$ cat config.mk
export PLATFORM = sky130hd
export DESIGN_NAME = alarm_fsm
export DESIGN_NICKNAME = d
export VERILOG_FILES = /design/src/rtl/alarm_fsm.sv
export SDC_FILE = /design/constraint.sdc
export NUM_CORES = 1
export LEC_CHECK = 0
export CAP_MARGIN = 25
export CORE_AREA = 10 10 47 49
export DETAILED_ROUTE_END_ITERATION = 8
export DIE_AREA = 0 0 57 59
export DONT_BUFFER_PORTS = 1
export HOLD_SLACK_MARGIN = 0.03
export PLACE_DENSITY = 0.67
export SYNTH_ARGS = -nofsm -noshare
export SYNTH_HDL_FRONTEND = slang
export SYNTH_SLANG_ARGS = --single-unit
$ cat constraint.sdc
create_clock -name clock -period 1.7 [get_ports clock]
set_input_delay 0.51 -clock clock [delete_from_list [all_inputs] [get_ports clock]]
set_output_delay 0.51 -clock clock [all_outputs]
set_load 0.01 [all_outputs]
$ cat src/rtl/alarm_fsm.sv
// alarm_fsm: alarm clock main controller (keypad entry, alarm/time loads).
// Optional macro ALARM_FSM_DIGIT_LIMIT_EN caps entry at four digits.
module alarm_fsm #(
   parameter int unsigned TIMEOUT_SECS = 10,
   parameter logic [3:0]  NOKEY        = 4'hA
) (
   input  logic       clock,
   input  logic       reset,
   input  logic       one_second,
   input  logic [3:0] key,
   input  logic       alarm_button,
   input  logic       time_button,
   output logic       shift,
   output logic       show_new_time,
   output logic       show_a,
   output logic       load_new_a,
   output logic       load_new_c,
   output logic       reset_count
);

   localparam int unsigned CW = $clog2(TIMEOUT_SECS);

   typedef enum logic [2:0] {
      SHOW_TIME        = 3'd0,
      KEY_STORED       = 3'd1,
      KEY_WAITED       = 3'd2,
      KEY_ENTRY        = 3'd3,
      SHOW_ALARM       = 3'd4,
      SET_ALARM_TIME   = 3'd5,
      SET_CURRENT_TIME = 3'd6
   } state_e;

   state_e        state_q, state_d;
   logic [CW-1:0] cnt_q, cnt_d;
   logic          shift_q, shift_d;
   logic          snt_q, snt_d;
   logic          sa_q, sa_d;
   logic          la_q, la_d;
   logic          lc_q, lc_d;
   logic          rc_q, rc_d;
   logic          key_hit;
   logic          timeout;
   logic          digits_full;

`ifdef ALARM_FSM_DIGIT_LIMIT_EN
   logic [2:0] dig_q, dig_d;

   // digit counter: restarts on every return to the idle display
   always_comb begin
      dig_d = dig_q;
      if (state_q == SHOW_TIME)
         dig_d = '0;
      else if (state_q == KEY_STORED)
         dig_d = dig_q + 3'd1;
   end

   assign digits_full = (dig_q >= 3'd4);

   // digit counter register
   always_ff @(posedge clock) begin
      if (!reset)
         dig_q <= '0;
      else
         dig_q <= dig_d;
   end
`else
   assign digits_full = 1'b0;
`endif

   assign key_hit = (key != NOKEY);
   assign timeout = one_second && (cnt_q == CW'(TIMEOUT_SECS - 1));

   // next state, inactivity counter and outputs decoded from next state
   always_comb begin
      state_d = state_q;
      cnt_d   = '0;
      if (state_q == KEY_WAITED || state_q == KEY_ENTRY) begin
         if (timeout)
            cnt_d = '0;
         else if (one_second)
            cnt_d = cnt_q + 1'b1;
         else
            cnt_d = cnt_q;
      end
      unique case (state_q)
         SHOW_TIME: begin
            if (alarm_button)
               state_d = SHOW_ALARM;
            else if (key_hit)
               state_d = KEY_STORED;
         end
         KEY_STORED:
            state_d = KEY_WAITED;
         KEY_WAITED: begin
            if (!key_hit)
               state_d = KEY_ENTRY;
            else if (timeout)
               state_d = SHOW_TIME;
         end
         KEY_ENTRY: begin
            if (alarm_button)
               state_d = SET_ALARM_TIME;
            else if (time_button)
               state_d = SET_CURRENT_TIME;
            else if (key_hit && !digits_full)
               state_d = KEY_STORED;
            else if (timeout)
               state_d = SHOW_TIME;
         end
         SHOW_ALARM: begin
            if (!alarm_button)
               state_d = SHOW_TIME;
         end
         SET_ALARM_TIME:
            state_d = SHOW_TIME;
         SET_CURRENT_TIME:
            state_d = SHOW_TIME;
         default:
            state_d = SHOW_TIME;
      endcase
      shift_d = (state_d == KEY_STORED);
      snt_d   = (state_d == KEY_ENTRY);
      sa_d    = (state_d == SHOW_ALARM);
      la_d    = (state_d == SET_ALARM_TIME);
      lc_d    = (state_d == SET_CURRENT_TIME);
      rc_d    = (state_d == SET_CURRENT_TIME);
   end

   // state, counter and registered Moore outputs
   always_ff @(posedge clock) begin
      if (!reset) begin
         state_q <= SHOW_TIME;
         cnt_q   <= '0;
         shift_q <= 1'b0;
         snt_q   <= 1'b0;
         sa_q    <= 1'b0;
         la_q    <= 1'b0;
         lc_q    <= 1'b0;
         rc_q    <= 1'b0;
      end else begin
         state_q <= state_d;
         cnt_q   <= cnt_d;
         shift_q <= shift_d;
         snt_q   <= snt_d;
         sa_q    <= sa_d;
         la_q    <= la_d;
         lc_q    <= lc_d;
         rc_q    <= rc_d;
      end
   end

   assign shift         = shift_q;
   assign show_new_time = snt_q;
   assign show_a        = sa_q;
   assign load_new_a    = la_q;
   assign load_new_c    = lc_q;
   assign reset_count   = rc_q;

endmodule
==> results of run 1 <==
[cell families (layout without fill, tap and decap cells)]
kind of cell | Yosys count | in the layout | synth area share
AND/OR/NAND/NOR | 29 | 29 | 0.352
flip-flops | 12 | 12 | 0.420
adder cells (fa/ha/maj) | 2 | 2 | 0.0438
buffers and inverters | 3 | 6 | 0.0263
AO/OA/AOI/OAI | 7 | 7 | 0.112
XOR/XNOR | 3 | 3 | 0.0460
[synthesized netlist by cell type, types with 2 or more instances]
master    number  area [sq um]
dfxtp_1       12           240
nor2_1         6          22.5
nand4b_1       3          26.3
ha_1           2          25.0
inv_1          2          7.51
nand2_1        2          7.51
nand2b_1       2          12.5
nand4_1        2          12.5
nor2b_1        2          12.5
nor3_1         2          10.0
nor3b_2        2          25.0
xor2_1         2          17.5
[area by class of cell]
| class | count | area, sq um |
|---|---|---|
| clock buffer | 4 | 36.3 |
| fill | 140 | 781 |
| inverter | 2 | 7.51 |
| multi-input combinational | 41 | 317 |
| sequential | 12 | 240 |
| tap | 16 | 20.0 |
[sequential cells by signal (all words and copies together), names as in the netlist]
name and flops:
state_q 3, show_new_time 1, load_new_a 1, cnt_q 4, reset_count 1, shift 1
show_a 1
[power breakdown]
part	switching (mW)	internal (mW)	total, mW
Combinational	0.0275	0.0309	0.0584
Sequential	0.0179	0.294	0.312
Clock	0.0897	0.130	0.220
[worst paths after layout]
path	to	slack, ns
worst max-delay path	load_new_a	0.15
worst min-delay path	cnt_q[1]	0.33
worst max register to register	load_new_a	0.15
worst min register to register	cnt_q[1]	0.52
[worst register-to-register path, cell delays in order, from the launching register on]
cell and delay, ns:
dfxtp_1 0.40, ha_1 0.17, nand4b_1 0.17, o2111ai_1 0.24, o311a_1 0.29, and2b_1 0.20
[stage by stage]
stage          hold WS (ns)  setup WS (ns)  cell area [sq um]
2_1_floorplan         0.479          0.232                572
3_3_place_gp          0.502          0.185                584
3_5_place_dp          0.510          0.158                584
4_1_cts               0.322          0.154                621
5_1_grt               0.320         0.0192                621
6_report              0.330          0.150                621
[metal layers]
metal	routed length, microns	part of all wire	vias to the layer above	global-route usage
met3	128	0.13	2	0.0536
met2	483	0.47	10	0.102
met5	0	0	-	0
met4	7	0.0069	0	0.0302
met1	401	0.39	197	0.0609
li1	-	-	214	-
==> results.md, run 1 <==
| Result | Reported | Unit |
| --- | --- | --- |
| Post CTS Setup Buffer Count | 0 | - |
| DRC Markers | 0 | - |
| Final net count | 71 | - |
| Total vias in the final route | 423 | - |
| Clock tree from TritonCTS | built | - |
| Antenna viol nets, final | 0 | - |
| Critical path, cell by cell | ha_1, nand4b_1, o2111ai_1, o311a_1, and2b_1 | - |
| Final Wtd Congestion | 0.742 | - |
| Starting Density | 0.408 | - |
| Chip Height | 59 | microns |
| Number of buffers added to fix hold violations after cts | 0 | - |
| Required @ worst endpoint | 1.87 | ns |
| Total buffers and inverters traversed by the critical path | 0 | - |
| Slew Limit Headroom | 0.828 | - |
| Total global-route track usage | 0.0654 | - |
| First-pass GRT wire length | 1.76 | mm |
| Number of warnings printed during yosys synthesis | 0 | - |
| Setup violations, final | 0 | - |
| Initial antenna violation count | 0 | - |
| Worst Max-Slew Pin Slew | 0.257 | ns |
| Final cell count without fillers | 75 | - |
| Post-synth cell types | 29 | - |
| Standard cell core area | 1400 | sq um |
| R2r startpoint | cnt_q[0] | - |
| Latest clock arrival within the worst-skew pair | 0.26 | ns |
| Final core utilization | 0.443 | - |
| RSZ-0062 raised after global routing | false | - |
| Hold Path Stages | 1 | - |
| Power density relative to cell area | 951 | nW/um^2 |
| HPWL Detailed | 839 | microns |
| Share of cells above drive strength 1 | 0.153 | - |
| H-tree lvl count | 1 | - |
| Root Buffer Master | clkbuf_4 | - |
| Post_cts resized | 0 | - |
| Post-Synthesis Cell Area | 572 | sq um |
| Number of global-route vias before repair | 418 | - |
| Library cell contributing the largest single delay on the critical path | dfxtp_1 | - |
| Synthesized instance count | 56 | - |
| Clk sink count | 12 | - |
| Hold Path Class | in2reg | - |
| Final count of hold timing violations | 0 | - |
| WP depth | 5 | - |
| Total routed wirelength | 1.02 | mm |
| Max_cap viols | 0 | - |
| Drt via density | 5.64 | - |
| Prevailing post-synth register cell | dfxtp_1 | - |
| Worst ir drop on vdd | 0.456 | mV |
| Maximum number of pins on one net before global-route repair | 9 | - |
| Commonest non-fill, non-tap cell in the layout | dfxtp_1 | - |
| Async set or reset register ratio after synthesis | 0 | - |
| Buffer levels on the longest clock path | 2 | - |
| Number of buffers added on ports | 0 | - |
| Core Rows | 14 | - |
| Inserted Diodes | 0 | - |
| Total nets after synthesis | 67 | - |
| Area Overhead vs Synth | 8.53 | % |
| Most frequent cells in the layout | dfxtp_1 (12), nor2_1 (6), nand4b_1 (3), clkbuf_4 (3) | - |
| Share of the clock period used by the worst path after layout | 0.912 | - |
| Critical path capture point type | register | - |
| Die X-Extent | 57 | microns |
| Leakage dissipation | 0.224 | nW |
| Number of cells traversed by the worst register-to-register path | 5 | - |
| Worst-path fanout max | 5 | - |
| Inserted Clock Buffers | 3 | - |
| Post-synth EDFFs | 0 | - |
| Pins Over Slew Limit | 0 | - |
| Hold_sp | one_second | - |
| Longest individual stage delay on the worst path | 0.40 | ns |
| Drt first pass iters | 4 | - |
| Setup TNS | 0 | ns |
| Clock slew at reported path FFs | 0.07 | ns |
| Run status | finished clean | - |
| Crit path time final | 1.55 | ns |
| Worst clock skew on the final layout | 0.000772 | ns |
| Dominant delay contributor by cell family on the critical path | compound AO/OA/AOI/OAI gates | - |
| Peak clock frequency supported by timing | 645 | MHz |
| Average wire per cell in the routed design | 13.6 | microns |
| Total congestion overflow | 0 | - |
| Start-to-end type of the worst setup path | reg2reg | - |
| Total Power | 590 | uW |
| # placed instances | 71 | - |
| DRT iter0 DRCs | 7 | - |
| Nature of the critical path startpoint | register | - |
| Flop and latch count out of synthesis | 12 | - |
| Source of the critical timing path | cnt_q[0] | - |
| Post-synthesis area per instance | 10.2 | sq um |
| # IOs | 15 | - |
| Full die area | 3360 | sq um |
| Sequential fraction of the synthesis area | 0.420 | - |
| Arrival time worst endpoint | 1.72 | ns |
Note: power is estimated with default switching activity, not from simulation.
==> inputs of run 2 (changes only) <==
--- a/config.mk
+++ b/config.mk
@@ -10,6 +10,7 @@
 export DETAILED_ROUTE_END_ITERATION = 8
 export DIE_AREA = 0 0 57 59
 export DONT_BUFFER_PORTS = 1
+export GPL_ROUTABILITY_DRIVEN = 1
 export HOLD_SLACK_MARGIN = 0.03
 export PLACE_DENSITY = 0.67
 export SYNTH_ARGS = -nofsm -noshare
==> results of run 2 <==
No change in the layout: final DEF, timing and power equal those of run 1.
==> inputs of run 3 (changes only) <==
--- a/config.mk
+++ b/config.mk
@@ -13,6 +13,7 @@
 export GPL_ROUTABILITY_DRIVEN = 1
 export HOLD_SLACK_MARGIN = 0.03
 export PLACE_DENSITY = 0.67
+export SLEW_MARGIN = 10
 export SYNTH_ARGS = -nofsm -noshare
 export SYNTH_HDL_FRONTEND = slang
 export SYNTH_SLANG_ARGS = --single-unit
==> results of run 3 <==
No change in the layout: final DEF, timing and power equal those of run 1.
